## src/rtl/mul_result.sv

```systemverilog
// Purpose : multiply result select in Memory stage plus the E->M and M->W pipeline registers.
// Latency : op accepted in E at edge n -> MulResultM/MulValidM after edge n, MulResultW/MulValidW after edge n+1.
// Backpr. : StallM/StallW hold their stage; flush beats stall; a stalled M stage sends a bubble into W.
//
// Ports:
//   clk, reset                  single clock, synchronous active-high reset
//   StallM, FlushM              hold / clear the E->M register
//   StallW, FlushW              hold / clear the M->W register
//   MulValidE, Funct3E, W64E    multiply op descriptor in Execute
//   ProdM                       double-width product from the multiplier, valid in M
//   MulResultM, MulValidM       selected result in M (forwarding path)
//   MulResultW, MulValidW       registered result in Writeback
module mul_result #(
  parameter int XLEN = 64
) (
  input  logic                clk,
  input  logic                reset,
  input  logic                StallM,
  input  logic                FlushM,
  input  logic                StallW,
  input  logic                FlushW,
  input  logic                MulValidE,
  input  logic [2:0]          Funct3E,
  input  logic                W64E,
  input  logic [2*XLEN-1:0]   ProdM,
  output logic [XLEN-1:0]     MulResultM,
  output logic                MulValidM,
  output logic [XLEN-1:0]     MulResultW,
  output logic                MulValidW
);

  // E->M pipeline register
  logic       valid_m_q, valid_m_d;
  logic [2:0] funct3_m_q, funct3_m_d;
  logic       w64_m_q, w64_m_d;

  // M->W pipeline register
  logic            valid_w_q, valid_w_d;
  logic [XLEN-1:0] result_w_q, result_w_d;

  // Word-width (MULW) result path; only exists for a 64-bit datapath.
  logic [XLEN-1:0] word_ext;
  logic            use_word;

  logic [XLEN-1:0] sel_res;
  logic            live_m;

  always_comb begin
    valid_m_d  = valid_m_q;
    funct3_m_d = funct3_m_q;
    w64_m_d    = w64_m_q;
    if (FlushM) begin
      valid_m_d  = 1'b0;
      funct3_m_d = 3'b000;
      w64_m_d    = 1'b0;
    end else if (!StallM) begin
      valid_m_d  = MulValidE;
      funct3_m_d = Funct3E;
      w64_m_d    = W64E;
    end
  end

  always_ff @(posedge clk) begin
    if (reset) begin
      valid_m_q  <= 1'b0;
      funct3_m_q <= 3'b000;
      w64_m_q    <= 1'b0;
    end else begin
      valid_m_q  <= valid_m_d;
      funct3_m_q <= funct3_m_d;
      w64_m_q    <= w64_m_d;
    end
  end

  generate
    if (XLEN == 64) begin : g_word
      assign word_ext = {{(XLEN-32){ProdM[31]}}, ProdM[31:0]};
      assign use_word = w64_m_q;
    end else begin : g_noword
      // 32-bit datapath: the W64 flag has no meaning and is dropped.
      assign word_ext = '0;
      assign use_word = 1'b0;
    end
  endgenerate

  always_comb begin
    if (funct3_m_q == 3'b000) begin
      sel_res = ProdM[XLEN-1:0];
    end else begin
      sel_res = ProdM[2*XLEN-1:XLEN];
    end
    // MULW sign-extends the low word whatever the high/low selection says.
    if (use_word) begin
      sel_res = word_ext;
    end
  end

  // Divide encodings (funct3[2]=1) never produce a multiply result.
  assign live_m     = valid_m_q & ~funct3_m_q[2];
  assign MulValidM  = live_m;
  assign MulResultM = live_m ? sel_res : '0;

  always_comb begin
    valid_w_d  = valid_w_q;
    result_w_d = result_w_q;
    if (FlushW) begin
      valid_w_d  = 1'b0;
      result_w_d = '0;
    end else if (!StallW) begin
      if (StallM) begin
        // M is holding its op for another cycle; pass a bubble so the
        // same result is not written back twice.
        valid_w_d  = 1'b0;
        result_w_d = '0;
      end else begin
        valid_w_d  = MulValidM;
        result_w_d = MulResultM;
      end
    end
  end

  always_ff @(posedge clk) begin
    if (reset) begin
      valid_w_q  <= 1'b0;
      result_w_q <= '0;
    end else begin
      valid_w_q  <= valid_w_d;
      result_w_q <= result_w_d;
    end
  end

  assign MulValidW  = valid_w_q;
  assign MulResultW = result_w_q;

endmodule

```

## config.mk

```make
export PLATFORM = sky130hd
export DESIGN_NAME = mul_result
export DESIGN_NICKNAME = d
export VERILOG_FILES = /design/src/rtl/mul_result.sv
export SDC_FILE = /design/constraint.sdc
export NUM_CORES = 1
export LEC_CHECK = 0
export BUFFER_PORTS_ARGS = -buffer_cell sky130_fd_sc_hd__buf_2
export CORE_MARGIN = 8
export CORE_UTILIZATION = 35
export DETAILED_ROUTE_END_ITERATION = 12
export PLACE_DENSITY = 0.66
export SYNTH_ARGS = -nofsm -noshare
export SYNTH_HDL_FRONTEND = slang
export SYNTH_SLANG_ARGS = --single-unit
```

## constraint.sdc

```tcl
create_clock -name clk -period 4.73 [get_ports clk]
set_clock_uncertainty 0.05 [all_clocks]
set_input_delay 0.473 -clock clk [delete_from_list [all_inputs] [get_ports clk]]
set_output_delay 0.473 -clock clk [all_outputs]
set_load 0.005 [all_outputs]
```

==> results of run 1 <==
==> flip-flops by register name (all words and copies together), names as in the netlist <==
register    count
funct3_m_q      3
valid_m_q       1
MulValidW       1
MulResultW     64
use_word        1
==> through the flow <==
stage               area, um2  total power [mW]
floorplan                4802            0.8127
global placement         6130            0.9096
detailed placement       6130            0.9110
global route             6399             1.586
CTS                      6399             1.534
finish                   6399             1.508
==> placed cells by master (no fill, tap or decap), types with 3 or more instances in the layout <==
master and count:
buf_4 10, and2_1 31, nor3_1 5, nor2b_1 95
o21ai_1 4, dfxtp_1 69, nand2_1 64, nor2_1 33
nor4b_1 31, a21oi_1 65, clkbuf_16 9, clkinv_2 3
mux2i_1 37, a211oi_2 30, o21ai_0 28, buf_2 268
a311oi_1 32
==> layer usage <==
layer / routed length [um] / track usage
met1: 7310 / 0.2222
met2: 8019 / 0.2944
met3: 1537 / 0.05911
met4: 141 / 0.04866
met5: 0 / 0
==> worst max-delay path: stages (launching register included) <==
cell and delay, ns:
dfxtp_4 0.82, buf_4 0.54, nor2b_1 0.11, a211oi_2 0.32, nor2_1 0.06, buf_2 0.15
==> power by group through the flow <==
stage | registers [mW] | logic (mW) | clock network (mW)
floorplan | 0.607 | 0.206 | 0
global placement | 0.614 | 0.296 | 0
detailed placement | 0.614 | 0.297 | 0
CTS | 0.601 | 0.299 | 0.634
global route | 0.602 | 0.326 | 0.658
finish | 0.601 | 0.297 | 0.610
==> logic make-up after synthesis <==
family	count (synthesis)
buffers and inverters	70
AND/OR/NAND/NOR	268
AO/OA/AOI/OAI	161
multiplexers	37
flip-flops	70
==> cell usage after synthesis, types with 3 or more instances <==
cell type | count | area, um2
a211oi_2 | 30 | 375.4
a21oi_1 | 65 | 325.3
a311oi_1 | 32 | 280.3
and2_1 | 31 | 193.9
buf_1 | 4 | 15.01
buf_2 | 8 | 40.04
buf_6 | 4 | 45.04
buf_8 | 3 | 45.04
clkbuf_1 | 49 | 183.9
dfxtp_1 | 70 | 1401
mux2i_1 | 37 | 370.4
nand2_1 | 65 | 244.0
nor2_1 | 33 | 123.9
nor2b_1 | 95 | 594.3
nor3_1 | 5 | 25.02
nor4b_1 | 31 | 271.5
o21ai_0 | 28 | 140.1
o21ai_1 | 4 | 20.02
==> area by class of cell <==
cell class / instances / area share
inverter: 2 / 0.001173
clock buffer: 12 / 0.03852
clock inverter: 4 / 0.003520
timing repair buffer: 278 / 0.2214
multi-input combinational: 466 / 0.4806
tap: 180 / 0.03520
sequential: 70 / 0.2196
==> path summary, 6_finish.rpt <==
| path | from | slack (ns) | cells after the start | to |
|---|---|---|---|---|
| worst min-delay path | FlushM | 0.34 | 2 | use_word |
| worst max-delay path | use_word | 1.84 | 5 | MulResultM[1] |
| worst max register to register | funct3_m_q[2] | 2.42 | 4 | MulResultW[15] |
| worst min register to register | MulResultW[5] | 0.40 | 2 | MulResultW[5] |
==> impl_metrics.env, run 1 <==
export IMPL_area_delta_synth_final_pct=33.25
export IMPL_post_cts_buffers=0
export IMPL_status="finished, final reports clean"
export IMPL_synth_edff_count=0
export IMPL_combPwrFrac=0.197
export IMPL_place_ws_ns=2.079
export IMPL_slew_headroom=0.2383
export IMPL_grt_pass1_wl_mm=26.39
export IMPL_finalNetCount=966
export IMPL_layoutNonFillerInstCount=1012
export IMPL_p_leak_nw=3.015
export IMPL_synth_compound_area_frac=0.2413
export IMPL_wl_per_cell_um=16.81
export IMPL_clkPwrFrac=0.404
export IMPL_portBuffers=268
export IMPL_ys_warn_count=0
export IMPL_die_area_um2=17720
export IMPL_tns_ns=0
export IMPL_cts_tree="built"
export IMPL_p_sw_mw=0.4074
export IMPL_async_flop_share=0
export IMPL_antenna_left=0
export IMPL_die_x_um=133.1
export IMPL_syn_inst=606
export IMPL_synth_top_family_by_area="simple AND/OR/NAND/NOR gates"
export IMPL_detailed_place_hpwl_mm=12.48
export IMPL_peakVddDrop_mv=0.1534
export IMPL_firstDrtPassIters=5
export IMPL_viasPerCell=5.112
export IMPL_whs_ns=0.3368
export IMPL_swShare=0.2702
export IMPL_clk_pin_slew_ns=0.06
export IMPL_fmax_mhz=346.5
export IMPL_cp_arrival_ns=2.36
export IMPL_antenna_cells=0
export IMPL_ys_ff_latch=70
export IMPL_seq_area_um2=1405
export IMPL_cts_resized_gates=0
export IMPL_grt_pass1_vias=4903
export IMPL_synthFlopType="dfxtp_1"
export IMPL_fin_crit_ns=2.886
export IMPL_ctsHtreeMaxLevel=3
export IMPL_numCtsBuffers=9
export IMPL_cts_root_buf="clkbuf_16"
export IMPL_clkSinkCount=70
export IMPL_setup_viol=0
export IMPL_cp_required_ns=4.21
export IMPL_period_share=0.6102
export IMPL_synthesis_area_um2=4802
export IMPL_seq_power_share=0.399
export IMPL_multiInputGateArea_um2=3075
export IMPL_floorplan_rows=43
export IMPL_ctsHoldBuffers=0
export IMPL_ioPinCount=269
export IMPL_overflow=0
export IMPL_layout_drive_gt1_share=0.3978
export IMPL_wl_mm=17.01
export IMPL_final_util=0.4682
export IMPL_drtIter0Drc=225
export IMPL_internal_power_mw=1.101
export IMPL_muxShareOfSynthArea=0.07712
export IMPL_yosysUniqueCellTypes=28
export IMPL_synth_xor_xnor_area_share=0
export IMPL_drv_cap=0
export IMPL_coreArea_um2=13670
export IMPL_grt_max_degree=76
export IMPL_drc=0
export IMPL_ys_seq_area_frac=0.2918
export IMPL_post_synth_cell_area_avg_um2=7.924
export IMPL_grt_usage=0.1801
export IMPL_worstSetupPathType="reg2out"
export IMPL_cp_end_kind="output pin"
export IMPL_die_h_um=133.1
export IMPL_clk_latency_ns=0.33
export IMPL_worst_slew_pin_transition_ns=1.143
export IMPL_place_inst=996
export IMPL_synth_fp_nets=745
export IMPL_pwr_density_cell_nw_per_um2=235.7
export IMPL_nFillCells=1383
export IMPL_hold_violations=0
export IMPL_start_kind="register"
export IMPL_antenna_found_initial=0
export IMPL_place_gp_congestion=0.7868
export IMPL_crit_fanout=75
export IMPL_synthAdderAreaFrac=0
export IMPL_vias=5173
export IMPL_timing_final_ws_setup_ns=1.844
export IMPL_maxSlewViolCount=0
export IMPL_holdCritPathClass="in2reg"
export IMPL_synth_simple_area_share=0.3197
export IMPL_rsz0062_at_grt="no"
export IMPL_initial_core_util=0.3514
export IMPL_cts_buffer_depth=2
No activity file was read; power rests on OpenSTA's default activity.
==> inputs of run 2 (changes only) <==
PLACE_DENSITY = 0.68   (was 0.66)
clock period = 2.35 ns   (was 4.73 ns; I/O delays follow)
==> impl_metrics.env, run 2 (synthesis gave the netlist of run 1 again) <==
export IMPL_fmax_mhz=446.2
export IMPL_numCtsBuffers=9
export IMPL_grt_pass1_wl_mm=27.44
export IMPL_floorplan_rows=43
export IMPL_die_area_um2=17720
export IMPL_peakVddDrop_mv=0.2185
export IMPL_finalNetCount=973
export IMPL_final_util=0.4766
export IMPL_ctsHoldBuffers=0
export IMPL_tns_ns=0
export IMPL_detailed_place_hpwl_mm=12.93
export IMPL_initial_core_util=0.3514
export IMPL_clk_pin_slew_ns=0.05
export IMPL_coreArea_um2=13670
export IMPL_grt_max_degree=70
export IMPL_cp_required_ns=2.07
export IMPL_portBuffers=268
export IMPL_cts_tree="built"
export IMPL_die_x_um=133.1
export IMPL_p_total_mw=3.041
export IMPL_start_kind="register"
export IMPL_layout_drive_gt1_share=0.4026
export IMPL_worstSetupPathType="reg2out"
export IMPL_dr_wl_met3_mm=1.651
export IMPL_p_leak_nw=3.067
export IMPL_setup_viol=0
export IMPL_overflow=0
export IMPL_slowest_stage="or3_2"
export IMPL_final_cell_mix="268 x buf_2, 95 x nor2b_1, 69 x dfxtp_1"
export IMPL_drc=0
export IMPL_status="finished, final reports clean"
export IMPL_fin_crit_ns=2.241
export IMPL_antenna_left=0
export IMPL_met1_length_mm=7.250
export IMPL_rsz0062_at_grt="no"
export IMPL_pwr_density_cell_nw_per_um2=466.9
export IMPL_ioPinCount=269
export IMPL_firstDrtPassIters=6
export IMPL_cts_buffer_depth=2
export IMPL_viasPerCell=5.205
export IMPL_wl_met2_mm=8.113
export IMPL_grt_pass1_vias=5268
export IMPL_drtIter0Drc=322
export IMPL_vias=5299
export IMPL_cp_arrival_ns=1.96
export IMPL_largest_reg_flops=64
export IMPL_cts_root_buf="clkbuf_16"
export IMPL_holdCritPathClass="in2reg"
export IMPL_clkSinkCount=70
export IMPL_worst_slew_pin_transition_ns=0.6119
export IMPL_wl_mm=17.26
export IMPL_post_cts_buffers=0
export IMPL_period_share=0.9538
export IMPL_cp_end_kind="output pin"
export IMPL_area_delta_synth_final_pct=35.62
export IMPL_cp_cell_sequence="or3_2 -> buf_4 -> a211oi_2 -> nor2_1 -> buf_2"
export IMPL_wl_per_cell_um=16.95
export IMPL_hold_violations=0
export IMPL_worstPathBufferInverterCount=2
export IMPL_ctsHtreeMaxLevel=3
export IMPL_layout_commonest_cell="buf_2"
export IMPL_grt_usage=0.1875
export IMPL_top_layer="met4"
export IMPL_die_h_um=133.1
export IMPL_crit_fanout=23
export IMPL_clk_latency_ns=0.33
export IMPL_cpPeakStageDelay_ns=0.50
export IMPL_maxSlewViolCount=0
export IMPL_slew_headroom=0.5920
export IMPL_timing_final_ws_setup_ns=0.1087
export IMPL_drv_cap=0
export IMPL_antenna_found_initial=1
export IMPL_place_ws_ns=0.4497
export IMPL_place_gp_congestion=0.8184
export IMPL_critPathTopFamily="simple AND/OR/NAND/NOR gates"
[run 2: cell count changes in the layout (fill, tap and decap cells not counted)]
cell | before | now
clkinvlp_4 | 1 | 0
a211oi_2 | 30 | 31
diode_2 | 0 | 1
a211oi_1 | 1 | 0
buf_12 | 0 | 5
buf_6 | 0 | 1
buf_4 | 10 | 11
clkinv_2 | 3 | 2
[run 2: power by group]
part           switching [mW]  internal, mW
Combinational           0.330         0.303
Sequential            0.00918          1.19
Clock                   0.479         0.727
Total                   0.818          2.22
[run 2: through the flow]
step / hold WS [ns] / instance area, um2 / std cells
floorplan: 0.2618 / 4802 / 606
global placement: 0.3811 / 6245 / 1003
detailed placement: 0.3880 / 6245 / 1003
CTS: 0.07615 / 6501 / 1017
global route: 0.09792 / 6513 / 1018
finish: 0.09453 / 6513 / 1018
[run 2: timing repair]
item | 4_1_cts | 5_1_grt
setup endpoints to repair | 0 | 33
hold endpoints to repair | 0 | 0
resized for setup | 0 | 2
[run 2: per-layer routing]
metal,vias up,track usage
li1,2594,-
met1,2448,0.2249
met2,240,0.3096
met3,17,0.05986
met4,0,0.06425
met5,-,0
[run 2: final timing paths]
kind / from / end / slack [ns] / cells after the start
max reg2reg: funct3_m_q[2] / MulResultW[49] / 0.57 / 5
min: FlushM / use_word / 0.09 / 2
min reg2reg: MulResultW[3] / MulResultW[3] / 0.39 / 2
max: funct3_m_q[2] / MulResultM[20] / 0.11 / 5
[run 2: worst reg2reg max path: stages (launching register included)]
cell      delay, ns
dfxtp_1        0.36
buf_6          0.22
nor4b_4        0.28
buf_4          0.39
a21oi_1        0.11
a311oi_1       0.28
[run 2: area by class of cell]
cell class	instances	area (um2)
fill	1362	7153
tap	180	225.2
clock inverter	2	10.01
inverter	2	7.507
clock buffer	12	246.5
antenna	1	2.502
sequential	70	1405
timing repair buffer	285	1535
multi-input combinational	466	3080
